===== config.mk =====
export PLATFORM = sky130hd
export DESIGN_NAME = rat_io_responder
export DESIGN_NICKNAME = d
export VERILOG_FILES = /design/src/rtl/rat_io_responder.sv
export SDC_FILE = /design/constraint.sdc
export NUM_CORES = 1
export LEC_CHECK = 0
export CAP_MARGIN = 10
export CORE_ASPECT_RATIO = 1.4
export CORE_MARGIN = 8
export CORE_UTILIZATION = 29
export CTS_BUF_LIST = sky130_fd_sc_hd__clkbuf_4 sky130_fd_sc_hd__clkbuf_8
export CTS_CLUSTER_SIZE = 25
export DETAILED_ROUTE_END_ITERATION = 10
export PLACE_DENSITY = 0.46
export SYNTH_ARGS = -nofsm -noshare
export SYNTH_HDL_FRONTEND = slang
export SYNTH_SLANG_ARGS = --single-unit

===== constraint.sdc =====
create_clock -name clk -period 3 [get_ports clk]
set_clock_uncertainty 0.2 [all_clocks]
set_input_delay 0.6 -clock clk [delete_from_list [all_inputs] [get_ports clk]]
set_output_delay 0.6 -clock clk [all_outputs]
set_load 0.05 [all_outputs]

===== src/rtl/rat_io_responder.sv =====
// Port-mapped I/O responder for the RAT CPU: output latches, receive FIFO,
// interrupt line, and an interval timer built only when RAT_IO_TIMER_EN is defined.
module rat_io_responder #(
    parameter int FIFO_DEPTH  = 8,
    parameter int SYNC_STAGES = 2
) (
    input  logic       clk,
    input  logic       rst,
    input  logic [7:0] port_id,
    input  logic [7:0] out_port,
    input  logic       io_strb,
    output logic [7:0] in_port,
    output logic       interrupt,
    input  logic [7:0] switches,
    output logic [7:0] leds,
    output logic [7:0] sseg,
    input  logic [7:0] rx_data,
    input  logic       rx_valid,
    output logic       rx_ready
);

    localparam int         PW     = (FIFO_DEPTH > 1) ? $clog2(FIFO_DEPTH) : 1;
    localparam logic [4:0] DEPTH5 = 5'(FIFO_DEPTH);

    localparam logic [7:0] P_SW     = 8'h20;
    localparam logic [7:0] P_LEDS   = 8'h40;
    localparam logic [7:0] P_SSEG   = 8'h41;
    localparam logic [7:0] P_RL_LO  = 8'h80;
    localparam logic [7:0] P_RL_HI  = 8'h81;
    localparam logic [7:0] P_CTRL   = 8'h82;
    localparam logic [7:0] P_PEND   = 8'h83;
    localparam logic [7:0] P_FDATA  = 8'h90;
    localparam logic [7:0] P_FSTAT  = 8'h91;

    logic       wr_leds, wr_sseg, wr_ctrl, wr_ack, wr_stat;
    logic       wr_rl_lo, wr_rl_hi;

    logic [7:0] sync_q [SYNC_STAGES];
    logic [7:0] sync_d [SYNC_STAGES];
    logic [7:0] leds_q, leds_d;
    logic [7:0] sseg_q, sseg_d;
    logic [2:0] ctrl_q, ctrl_d;
    logic       interrupt_q, interrupt_d;

    logic [7:0]    mem_q [FIFO_DEPTH];
    logic [7:0]    mem_d [FIFO_DEPTH];
    logic [PW-1:0] wr_ptr_q, wr_ptr_d;
    logic [PW-1:0] rd_ptr_q, rd_ptr_d;
    logic [4:0]    count_q, count_d;
    logic          overflow_q, overflow_d;
    logic          empty, full, push, pop;

    logic          tmr_pend;
    logic [7:0]    rl_lo_rd, rl_hi_rd;

    always_comb begin
        wr_leds  = io_strb && (port_id == P_LEDS);
        wr_sseg  = io_strb && (port_id == P_SSEG);
        wr_rl_lo = io_strb && (port_id == P_RL_LO);
        wr_rl_hi = io_strb && (port_id == P_RL_HI);
        wr_ctrl  = io_strb && (port_id == P_CTRL);
        wr_ack   = io_strb && (port_id == P_PEND);
        wr_stat  = io_strb && (port_id == P_FSTAT);
    end

    always_comb begin
        sync_d[0] = switches;
        for (int i = 1; i < SYNC_STAGES; i++) begin
            sync_d[i] = sync_q[i-1];
        end
    end

    always_comb begin
        leds_d = wr_leds ? out_port : leds_q;
        sseg_d = wr_sseg ? out_port : sseg_q;
        ctrl_d = ctrl_q;
        if (wr_ctrl) begin
`ifdef RAT_IO_TIMER_EN
            ctrl_d = out_port[2:0];
`else
            ctrl_d = {out_port[2], 2'b00};
`endif
        end
    end

`ifdef RAT_IO_TIMER_EN
    logic [15:0] reload_q, reload_d;
    logic [15:0] cnt_q, cnt_d;
    logic        tmr_pend_q, tmr_pend_d;

    always_comb begin
        reload_d   = reload_q;
        cnt_d      = cnt_q;
        tmr_pend_d = tmr_pend_q;
        if (wr_rl_lo) reload_d[7:0]  = out_port;
        if (wr_rl_hi) reload_d[15:8] = out_port;
        if (wr_ack && out_port[0]) tmr_pend_d = 1'b0;
        // An enable edge restarts the period; a set on the ack edge wins.
        if (wr_ctrl && out_port[0] && !ctrl_q[0]) begin
            cnt_d = reload_q;
        end else if (ctrl_q[0] && (reload_q != 16'd0)) begin
            if (cnt_q == 16'd0) begin
                tmr_pend_d = 1'b1;
                cnt_d      = reload_q;
            end else begin
                cnt_d = cnt_q - 16'd1;
            end
        end
    end

    always_ff @(posedge clk) begin
        if (rst) begin
            reload_q   <= '0;
            cnt_q      <= '0;
            tmr_pend_q <= 1'b0;
        end else begin
            reload_q   <= reload_d;
            cnt_q      <= cnt_d;
            tmr_pend_q <= tmr_pend_d;
        end
    end

    assign tmr_pend = tmr_pend_q;
    assign rl_lo_rd = reload_q[7:0];
    assign rl_hi_rd = reload_q[15:8];
`else
    logic unused_rl_wr;

    assign unused_rl_wr = wr_rl_lo | wr_rl_hi;
    assign tmr_pend     = 1'b0;
    assign rl_lo_rd     = 8'h00;
    assign rl_hi_rd     = 8'h00;
`endif

    always_comb begin
        empty = (count_q == 5'd0);
        full  = (count_q == DEPTH5);
        push  = rx_valid && !full;
        pop   = wr_stat && !empty;

        mem_d = mem_q;
        if (push) mem_d[wr_ptr_q] = rx_data;

        wr_ptr_d = push ? wr_ptr_q + PW'(1) : wr_ptr_q;
        rd_ptr_d = pop  ? rd_ptr_q + PW'(1) : rd_ptr_q;

        count_d = count_q;
        case ({push, pop})
            2'b10:   count_d = count_q + 5'd1;
            2'b01:   count_d = count_q - 5'd1;
            default: count_d = count_q;
        endcase

        overflow_d = overflow_q;
        if (wr_stat && out_port[7]) overflow_d = 1'b0;
        if (rx_valid && full)       overflow_d = 1'b1;
    end

    always_comb begin
        interrupt_d = (tmr_pend & ctrl_q[1]) | (!empty & ctrl_q[2]);
    end

    always_comb begin
        in_port = 8'h00;
        case (port_id)
            P_SW:    in_port = sync_q[SYNC_STAGES-1];
            P_LEDS:  in_port = leds_q;
            P_SSEG:  in_port = sseg_q;
            P_RL_LO: in_port = rl_lo_rd;
            P_RL_HI: in_port = rl_hi_rd;
            P_CTRL:  in_port = {5'b0, ctrl_q};
            P_PEND:  in_port = {6'b0, !empty, tmr_pend};
            P_FDATA: in_port = empty ? 8'h00 : mem_q[rd_ptr_q];
            P_FSTAT: in_port = {overflow_q, full, empty, count_q};
            default: in_port = 8'h00;
        endcase
    end

    // Storage needs no reset; the head is masked while the FIFO is empty.
    always_ff @(posedge clk) begin
        mem_q <= mem_d;
    end

    always_ff @(posedge clk) begin
        if (rst) begin
            for (int i = 0; i < SYNC_STAGES; i++) begin
                sync_q[i] <= '0;
            end
            leds_q      <= '0;
            sseg_q      <= '0;
            ctrl_q      <= '0;
            interrupt_q <= 1'b0;
            wr_ptr_q    <= '0;
            rd_ptr_q    <= '0;
            count_q     <= '0;
            overflow_q  <= 1'b0;
        end else begin
            sync_q      <= sync_d;
            leds_q      <= leds_d;
            sseg_q      <= sseg_d;
            ctrl_q      <= ctrl_d;
            interrupt_q <= interrupt_d;
            wr_ptr_q    <= wr_ptr_d;
            rd_ptr_q    <= rd_ptr_d;
            count_q     <= count_d;
            overflow_q  <= overflow_d;
        end
    end

    assign leds      = leds_q;
    assign sseg      = sseg_q;
    assign interrupt = interrupt_q;
    assign rx_ready  = !full;

endmodule


==> metrics.yaml <==
cts_max_level: 3
ys_ff_latch: 110
synth_flop_cell: "edfxtp_1"
hold_buffers: 0
port_buffers: 61
root_buffer: "clkbuf_8"
critPathLaunchType: "flop"
final_common_cell: "edfxtp_1"
post-route-period-util_pct: 102
core_um2: 16200
critPathArrivalTime_ns: 2.25
crit_fanout: 8
remaining_drc_errors: 0
syn2layout_area_growth_pct: 33.8
grt_usage_pct: 12.0
swShare_pct: 24.7
multi_input_area_um2: 1910
chipWidth_um: 125
fillers: 1540
grt_pass1_wl_mm: 19.7
drive_gt1_share_pct: 30.0
clkPwrFrac_pct: 31.1
yosysWarnings: 0
cts_tree: "done"
clock-sinks: 110
cts.path.max_buffers: 2
drt_pass1_iterations: 4
dp_cells: 634
num_vias: 3222
fin_cells: 662
fmax_mhz: 328
hold_viol_final: 0
wl_per_cell_um: 19.0
fin_ws_ns: -0.0495
cp-end-kind: "output pin"
avgSynthCellArea_um2: 14.1
synth_top_area_share_pct: 40.1
viasPerCell: 4.87
synth-edff-count: 64
grt_pass1_vias: 3497
gp_congestion: 0.777
rsz0062_at_grt: "true"
ys_types: 53
slew_violations: 0
postRouteAntennaNets: 0
cts_made_buffers: 9
drt_iter0_drc: 104
layout_common_cells: "edfxtp_1 (64), buf_4 (53), dfxtp_1 (44)"
worst_slew_pin_slew_ns: 0.828
synthCells: 340
start_util_pct: 29.7
drv_cap: 0
worstHoldPathType: "reg -> reg"
die_area_um2: 21000
grt_start_max_net_pins: 28
violations: "negative setup slack"
period_minus_slack_ns: 3.05
worstSetupPathType: "reg -> out"
peakVddDrop_uv: 216
run_status: "finished with violations"
path_clk_slew_ns: 0.11
p_seq_share_pct: 59.5
setup_viol: 6
internal-power_w: 0.00208
p_total_w: 0.00276
combPwrFrac_pct: 9.4
p_per_area_nw_per_um2: 430
rows: 55
dp_hpwl_mm: 8.75
grt_antenna_before_repair: 0
layout.area.seq_um2: 2850
power_switching_w: 0.000683
clk_latency_ns: 0.37
synthesis.nets: 381
ios: 62
syn_area_um2: 4800
p_leak_nw: 2.42
synthTopCellsByArea: "edfxtp_1 (40%), dfxtp_1 (19%), mux4_1 (7.1%)"
worst_ep_required_time_ns: 2.20
synth_area_leader_cell: "edfxtp_1"
slew_headroom_pct: 44.7
grt_overflow: 0
die_y_um: 168
routed_wirelength_mm: 12.6
async_flop_share_pct: 0
n_antenna_cell: 0
ys_seq_area_share_pct: 59.2
fin_nets: 499
[per-stage QoR]
step / hold WS (ns) / setup slack (ns) / setup TNS, ns / cell area (µm²) / utilization, %
2_1_floorplan: 0.214 / 0.105 / 0 / 4800 / -
3_3_place_gp: 0.221 / -0.255 / -2.16 / 6030 / 37.3
3_5_place_dp: 0.222 / -0.330 / -2.45 / 6030 / 37.3
4_1_cts: 0.251 / -0.112 / -0.654 / 6350 / 39.3
5_1_grt: 0.264 / -0.145 / -0.817 / 6420 / 39.7
6_report: 0.241 / -0.0495 / -0.177 / 6420 / 39.7
[state kept, by name, indices dropped and copies added, names as in the netlist, 3 cells and up]
| signal | flops |
|---|---|
| count_q | 5 |
| sync_d | 8 |
| leds | 8 |
| wr_ptr_q | 3 |
| sync_q | 8 |
| sseg | 8 |
| mem_q | 64 |
| rd_ptr_q | 3 |
[final timing paths]
path	cells past startpoint	slack [ns]	startpoint	end
worst min register to register	1	0.24	sync_d[3]$_SDFF_PP0_	sync_q[3]$_SDFF_PP0_
worst min-delay path	1	0.24	sync_d[3]$_SDFF_PP0_	sync_q[3]$_SDFF_PP0_
worst max-delay path	6	-0.05	count_q[2]$_SDFFE_PP0P_	in_port[7]
worst max register to register	11	0.11	count_q[2]$_SDFFE_PP0P_	count_q[4]$_SDFFE_PP0P_
[layout make-up]
| type | count | share of cell area [%] |
|---|---|---|
| Sequential cell | 110 | 44.4 |
| Multi-Input combinational cell | 209 | 29.8 |
| Timing Repair Buffer | 124 | 18.9 |
| Tap cell | 199 | 3.88 |
| Clock buffer | 9 | 1.93 |
| Clock inverter | 7 | 0.877 |
| Inverter | 4 | 0.234 |
[power by group through the flow]
stage               combinational, W  clock [W]  sequential, W
CTS                         0.000258   0.000897        0.00165
floorplan                  0.0000966          0        0.00168
global route                0.000281   0.000959        0.00165
detailed placement          0.000242          0        0.00168
finish                      0.000260   0.000858        0.00165
global placement            0.000238          0        0.00168
[per-layer routing]
layer	share of wire, %	track usage [%]
met1	42	13.2
met2	53	21.9
met3	3.2	2.51
met4	1.8	4.62
met5	0	0
[cells in the mapped netlist, types with 5 or more instances]
cell,n
a21oi_1,7
nand3b_1,6
clkbuf_1,7
nor3_1,9
nor2_1,38
xor2_1,5
dfxtp_1,46
nand2_1,12
ha_1,5
mux4_1,13
edfxtp_1,64
nor2b_1,18
mux2_2,6
mux2i_1,29
[kinds of logic after synthesis]
family,Yosys count,share of synthesized area [%]
and+or+nand+nor,112,13.6
DFF,110,59.2
muxes,51,16.0
AOI/OAI and AO/OA,35,6.21
buffers and inverters,21,2.53
xor gates and xnor gates,6,1.10
adders and majority gates,5,1.30
[what timing repair did]
item	in CTS	in global routing
cloned	1	1
setup buffers	10	0
gates resized for setup	36	20
pin swaps	9	9
setup endpoints to repair	8	10
[worst max-delay path, cell delays in order (launching register included)]
cell and delay, ns:
dfxtp_2 0.33, or4_4 0.55, buf_6 0.15, o211ai_4 0.27, nor2_1 0.08, a221o_1 0.33
buf_12 0.17
(Power assumes the default switching activity.)
